==> src/rtl/vga_pkg.sv <==
// Shared constants for the VGA sprite position path: screen limits, CPU register
// map, latch FSM states and the packed position bit-fields.
package vga_pkg;

  localparam int unsigned H_MAX_DEF = 639;
  localparam int unsigned V_MAX_DEF = 479;

  localparam int unsigned COORD_W = 10;

  // CPU write address map
  localparam logic [1:0] ADDR_MARIO  = 2'd0;
  localparam logic [1:0] ADDR_BARRIL = 2'd1;
  localparam logic [1:0] ADDR_CTRL   = 2'd2;
  localparam logic [1:0] ADDR_COMMIT = 2'd3;

  // Packed position layout: h in [25:16], v in [9:0], every other bit zero
  localparam int unsigned POS_H_LSB = 16;
  localparam int unsigned POS_H_MSB = 25;
  localparam int unsigned POS_V_LSB = 0;
  localparam int unsigned POS_V_MSB = 9;

  typedef enum logic [1:0] {
    StIdle,
    StArmed,
    StCommit
  } state_t;

  // Saturate a coordinate at the screen edge instead of wrapping.
  function automatic logic [COORD_W-1:0] clamp_coord(input logic [COORD_W-1:0] coord,
                                                     input logic [COORD_W-1:0] limit);
    return (coord > limit) ? limit : coord;
  endfunction

  function automatic logic [31:0] pack_pos(input logic [COORD_W-1:0] h,
                                           input logic [COORD_W-1:0] v);
    logic [31:0] pos;
    pos                      = '0;
    pos[POS_H_MSB:POS_H_LSB] = h;
    pos[POS_V_MSB:POS_V_LSB] = v;
    return pos;
  endfunction

endpackage

==> src/rtl/sync_fall_detect.sv <==
// Two-flop synchronizer for an asynchronous active-low strobe, followed by a
// third stage that flags the high-to-low transition for one clk cycle.
module sync_fall_detect (
  input  logic clk,
  input  logic reset,
  input  logic async_in,
  output logic fall
);

  logic [1:0] sync_q;
  logic       prev_q;

  // Sync chain and edge-detect stage; all idle high so reset never fakes an edge.
  always_ff @(posedge clk or negedge reset) begin
    if (!reset) begin
      sync_q <= 2'b11;
      prev_q <= 1'b1;
    end else begin
      sync_q <= {sync_q[0], async_in};
      prev_q <= sync_q[1];
    end
  end

  assign fall = prev_q & ~sync_q[1];

endmodule

==> src/rtl/pos_frame_latch.sv <==
// CPU-written sprite positions held in shadow registers and transferred to the
// display side only on a vsync falling edge after an explicit commit request,
// so the renderer never sees a half-updated frame.
module pos_frame_latch
  import vga_pkg::*;
#(
  parameter int unsigned H_MAX       = H_MAX_DEF,
  parameter int unsigned V_MAX       = V_MAX_DEF,
  parameter logic [31:0] MARIO_INIT  = {6'b0, 10'd155, 6'b0, 10'd427},
  parameter logic [31:0] BARRIL_INIT = {6'b0, 10'd215, 6'b0, 10'd236}
) (
  input  logic        clk,
  input  logic        reset,
  input  logic        wr_valid,
  output logic        wr_ready,
  input  logic [1:0]  wr_addr,
  input  logic [31:0] wr_data,
  input  logic        vsync,
  output logic [31:0] mario_pos,
  output logic [31:0] barril_pos,
  output logic        in1,
  output logic [15:0] frame_cnt
);

  localparam logic [COORD_W-1:0] HLim = COORD_W'(H_MAX);
  localparam logic [COORD_W-1:0] VLim = COORD_W'(V_MAX);

  logic        wr_fire;
  logic        commit_req;
  logic        vsync_fall;
  logic [31:0] wr_pos;
  logic        unused_data;

  logic [31:0] mario_sh_q;
  logic [31:0] barril_sh_q;
  logic        in1_sh_q;

  state_t      state_q;
  logic        wr_ready_q;
  logic [31:0] mario_pos_q;
  logic [31:0] barril_pos_q;
  logic        in1_q;
  logic [15:0] frame_cnt_q;

  assign wr_fire    = wr_valid & wr_ready_q;
  assign commit_req = wr_fire && (wr_addr == ADDR_COMMIT);

  assign wr_pos = pack_pos(clamp_coord(wr_data[POS_H_MSB:POS_H_LSB], HLim),
                           clamp_coord(wr_data[POS_V_MSB:POS_V_LSB], VLim));

  // Padding bits of the position word are dropped on purpose.
  assign unused_data = ^{wr_data[31:26], wr_data[15:10]};

  sync_fall_detect u_vsync_fall (
    .clk      (clk),
    .reset    (reset),
    .async_in (vsync),
    .fall     (vsync_fall)
  );

  // Shadow registers: take every accepted write, including while ARMED.
  always_ff @(posedge clk or negedge reset) begin
    if (!reset) begin
      mario_sh_q  <= MARIO_INIT;
      barril_sh_q <= BARRIL_INIT;
      in1_sh_q    <= 1'b0;
    end else if (wr_fire) begin
      case (wr_addr)
        ADDR_MARIO:  mario_sh_q  <= wr_pos;
        ADDR_BARRIL: barril_sh_q <= wr_pos;
        ADDR_CTRL:   in1_sh_q    <= wr_data[0];
        default:     ;
      endcase
    end
  end

  // Commit FSM; outputs are loaded on the edge that enters COMMIT so they land
  // three clk edges after vsync is first sampled low, and COMMIT then stalls writes.
  always_ff @(posedge clk or negedge reset) begin
    if (!reset) begin
      state_q      <= StIdle;
      wr_ready_q   <= 1'b1;
      mario_pos_q  <= MARIO_INIT;
      barril_pos_q <= BARRIL_INIT;
      in1_q        <= 1'b0;
      frame_cnt_q  <= '0;
    end else begin
      unique case (state_q)
        StIdle: begin
          // An edge coinciding with the request is not used; wait for the next.
          if (commit_req) state_q <= StArmed;
        end
        StArmed: begin
          if (vsync_fall) begin
            state_q      <= StCommit;
            wr_ready_q   <= 1'b0;
            mario_pos_q  <= mario_sh_q;
            barril_pos_q <= barril_sh_q;
            in1_q        <= in1_sh_q;
            frame_cnt_q  <= frame_cnt_q + 16'd1;
          end
        end
        StCommit: begin
          state_q    <= StIdle;
          wr_ready_q <= 1'b1;
        end
        default: begin
          state_q    <= StIdle;
          wr_ready_q <= 1'b1;
        end
      endcase
    end
  end

  assign wr_ready   = wr_ready_q;
  assign mario_pos  = mario_pos_q;
  assign barril_pos = barril_pos_q;
  assign in1        = in1_q;
  assign frame_cnt  = frame_cnt_q;

endmodule

==> config.mk <==
export PLATFORM = sky130hd
export DESIGN_NAME = pos_frame_latch
export DESIGN_NICKNAME = d
export VERILOG_FILES = /design/src/rtl/vga_pkg.sv /design/src/rtl/sync_fall_detect.sv /design/src/rtl/pos_frame_latch.sv
export SDC_FILE = /design/constraint.sdc
export NUM_CORES = 1
export LEC_CHECK = 0
export CORE_UTILIZATION = 45
export CTS_BUF_LIST = sky130_fd_sc_hd__clkbuf_2
export DETAILED_ROUTE_END_ITERATION = 10
export PLACE_DENSITY = 0.79
export SLEW_MARGIN = 20
export SYNTH_ARGS = -nofsm -noshare
export SYNTH_HDL_FRONTEND = slang
export SYNTH_HIERARCHICAL = 1
export SYNTH_SLANG_ARGS = --single-unit
==> constraint.sdc <==
create_clock -name clk -period 1.38 [get_ports clk]
set_input_delay 0.414 -clock clk [delete_from_list [all_inputs] [get_ports clk]]
set_output_delay 0.414 -clock clk [all_outputs]
set_load 0.05 [all_outputs]
==> flow_summary.json, run 1 <==
{
  "status": "finished, violations left",
  "violations": "negative setup slack",
  "drt-met1-wl_microns": 5200,
  "synth_area_leaders": "dfrtp_1 (33%), dfstp_2 (29%), nand2_1 (15%)",
  "vias": 3897,
  "avgRoutedWirePerCell_microns": 20.0,
  "final_area_sq_um": 7540,
  "postLayoutCoreUtil_pct": 81.6,
  "drv_cap": 0,
  "worstPathRequired_ps": 970,
  "globalplace.congestion": 0.841,
  "hp-class": "in2async",
  "die_area_sq_um": 9940,
  "synth_area_leader_cell": "dfrtp_1",
  "synthCells": 425,
  "area_growth_pct": 75.5,
  "synth_xor_area_share_pct": 3.06,
  "switching_share_pct": 27.0,
  "rows": 35,
  "ys_ff_latch": 104,
  "grt-ovfl-total": 0,
  "path_max_fanout": 2,
  "layout_common_cells": "nand2_1 (88), buf_12 (67), nand2_2 (52)",
  "final_antenna_net_count": 0,
  "holdWs_ps": 182,
  "yosys.area_share.simple_pct": 21.7,
  "setup_slack_ps": -604,
  "worstSetupEndpointType": "output pin",
  "max_freq_ghz": 0.504,
  "powerDensity_nw_per_um2": 695,
  "synth_top_area_share_pct": 32.6,
  "ios": 120,
  "finalMaxSlewViolations": 0,
  "synth-adder-area-share_pct": 0.291,
  "synth_top_family_by_area": "simple AND/OR/NAND/NOR gates",
  "clk_pin_slew_ps": 300,
  "synth-seq-area-share_pct": 62.0,
  "path_class": "reg2out",
  "setup_tns_ps": -41470,
  "grt_first_pass_wirelength_microns": 17200,
  "drt_wl_total_microns": 14600,
  "clock_skew_ps": 44.4,
  "synth_area_sq_um": 4300,
  "drive_gt1_share_pct": 59.8,
  "yosysUniqueCellTypes": 33,
  "drc_errors": 0,
  "seqPwrFrac_pct": 58.7,
  "start_kind": "flip-flop",
  "drt_pass1_iterations": 5,
  "hold_viol": 0,
  "antenna_found_initial": 0,
  "viasPerCell": 5.35,
  "power_frac_clock_pct": 33.8,
  "wl_met2_microns": 7820,
  "cts_buffers": 9,
  "cp.arrival_ps": 1570,
  "final.fill_count": 470,
  "synth_area_per_cell_sq_um": 10.1,
  "top_layer": "met4",
  "fp.dieH_microns": 99.7,
  "diodes": 0,
  "synth_compound_area_share_pct": 5.39,
  "layout_worst_path_cycle_share_pct": 144,
  "start_util_pct": 46.5,
  "io_buffers": 83,
  "cts_root_buf": "clkbuf_2",
  "p_int_mw": 3.83,
  "insertion_delay_ps": 610,
  "comb_power_share_pct": 7.4,
  "grt_pass1_vias": 3605,
  "layout_commonest_cell": "nand2_1",
  "synthMuxAreaShare_pct": 0.786,
  "cts.path.max_buffers": 2,
  "pre_cts_ws_ps": -528,
  "design.core.area_sq_um": 9240,
  "synth_warnings": 6,
  "cts_tree": "done",
  "power_leakage_nw": 3.91,
  "post-route-min-period_ps": 1980,
  "clock_sinks": 104,
  "switching_power_mw": 1.42,
  "grt_start_max_net_pins": 32,
  "hpwl_microns": 6910,
  "fin_nets": 633,
  "wl_met3_microns": 850,
  "irDropWorstVdd_uv": 481,
  "fp.dieW_microns": 99.7,
  "setup_viol": 157,
  "place_area_sq_um": 5960,
  "rsz0062_at_grt": "true",
  "cts_max_level": 3,
  "r2r_slack_ps": -410,
  "grt_util_all_layers_pct": 22.4,
  "drtIter0Drc": 172
}
[repair_timing]
item                                    4_1_cts  5_1_grt
resized for setup                            38      180
hold buffers                                  1        0
gates cloned                                  4       18
endpoints found under the hold margin        59        0
pin swaps                                    11       95
buffers inserted                             31       15
endpoints found under the setup margin      144      147
[per-layer routing]
| metal | global-route usage [%] | up-vias |
|---|---|---|
| met2 | 40.5 | 227 |
| met1 | 25.5 | 1947 |
| met4 | 9.50 | 0 |
| li1 | - | 1659 |
| met5 | 0 | - |
| met3 | 4.57 | 64 |
[power by group through the flow]
| stage | logic [mW] | clock network [mW] | registers [mW] |
|---|---|---|---|
| global placement | 0.356 | 0 | 3.12 |
| global route | 0.414 | 1.91 | 3.08 |
| CTS | 0.369 | 1.75 | 3.08 |
| detailed placement | 0.361 | 0 | 3.12 |
| finish | 0.390 | 1.77 | 3.08 |
| floorplan | 0.228 | 0 | 3.12 |
[synthesized netlist by cell type, drive strengths merged]
master / n
mux2: 3
dfstp: 48
or3: 1
nand2b: 2
buf: 36
nand3b: 1
nor2b: 1
clkbuf: 5
nor2: 21
dfrtp: 56
nor3: 4
nand4: 7
ha: 1
nand3: 4
o21ai: 36
inv: 3
nand2: 171
nor4: 1
o21a: 1
xor2: 5
a41o: 1
and2: 2
nand4b: 2
and3: 2
conb: 1
xnor2: 10
[worst max-delay path, cell delays in order, from the launching register on]
cell and delay, ps:
dfstp_2 640, buf_6 110, buf_6 100, buf_12 120
[area by class of cell]
cell class                 count  area (sq um)  share of cell area (%)
clock buffer                   9          45.0                   0.598
clock inverter                 7           109                    1.44
inverter                       3          16.3                   0.216
multi-input combinational    306          2060                    27.3
sequential                   104          2680                    35.5
tap                          129           161                    2.14
timing repair buffer         170          2470                    32.8
[flip-flops by register name, summed over array words and instances, names as in the netlist]
| register | cells |
|---|---|
| mario_sh_q | 20 |
| u_vsync_fall/prev_q | 1 |
| u_vsync_fall/sync_q | 2 |
| mario_pos | 20 |
| barril_pos | 20 |
| frame_cnt | 16 |
| wr_ready | 1 |
| in1_sh_q | 1 |
| in1 | 1 |
| state_q | 2 |
| barril_sh_q | 20 |
[worst paths after layout]
check                                            startpoint                                to  depth (start not counted)
setup / recovery                       wr_ready$_DFFE_PN1P_                          wr_ready                          3
hold / removal                                        reset         mario_pos[22]$_DFFE_PN0P_                          2
min in group clk                                      vsync  u_vsync_fall/sync_q[0]$_DFF_PN1_                          1
max in group asynchronous                             reset       barril_sh_q[20]$_DFFE_PN1P_                          3
hold reg to reg            u_vsync_fall/sync_q[0]$_DFF_PN1_  u_vsync_fall/sync_q[1]$_DFF_PN1_                          0
setup reg to reg              u_vsync_fall/prev_q$_DFF_PN1_          frame_cnt[4]$_DFFE_PN0P_                          8
[per-stage QoR]
| stage | total power, mW | cells |
|---|---|---|
| floorplan | 3.35 | 448 |
| global placement | 3.47 | 646 |
| detailed placement | 3.48 | 646 |
| CTS | 5.19 | 697 |
| global route | 5.40 | 728 |
| finish | 5.24 | 728 |
[cells by family (layout without fill, tap and decap cells)]
group	count (synthesis)	count (layout)
fa+ha+maj	1	1
compound gates	38	38
buf+inv	44	189
simple gates	219	225
xor+xnor	15	15
other cells	1	24
mux	3	3
flops	104	104
Power figures use the tool's default switching activity.
==> inputs of run 2 (changes only) <==
--- a/config.mk
+++ b/config.mk
@@ -5,8 +5,10 @@
 export SDC_FILE = /design/constraint.sdc
 export NUM_CORES = 1
 export LEC_CHECK = 0
+export CAP_MARGIN = 25
 export CORE_UTILIZATION = 45
 export CTS_BUF_LIST = sky130_fd_sc_hd__clkbuf_2
+export CTS_CLUSTER_DIAMETER = 150
 export DETAILED_ROUTE_END_ITERATION = 10
 export PLACE_DENSITY = 0.79
 export SLEW_MARGIN = 20
==> results of run 2 <==
Same layout as run 1: the final DEF is identical, and so are final timing and power.
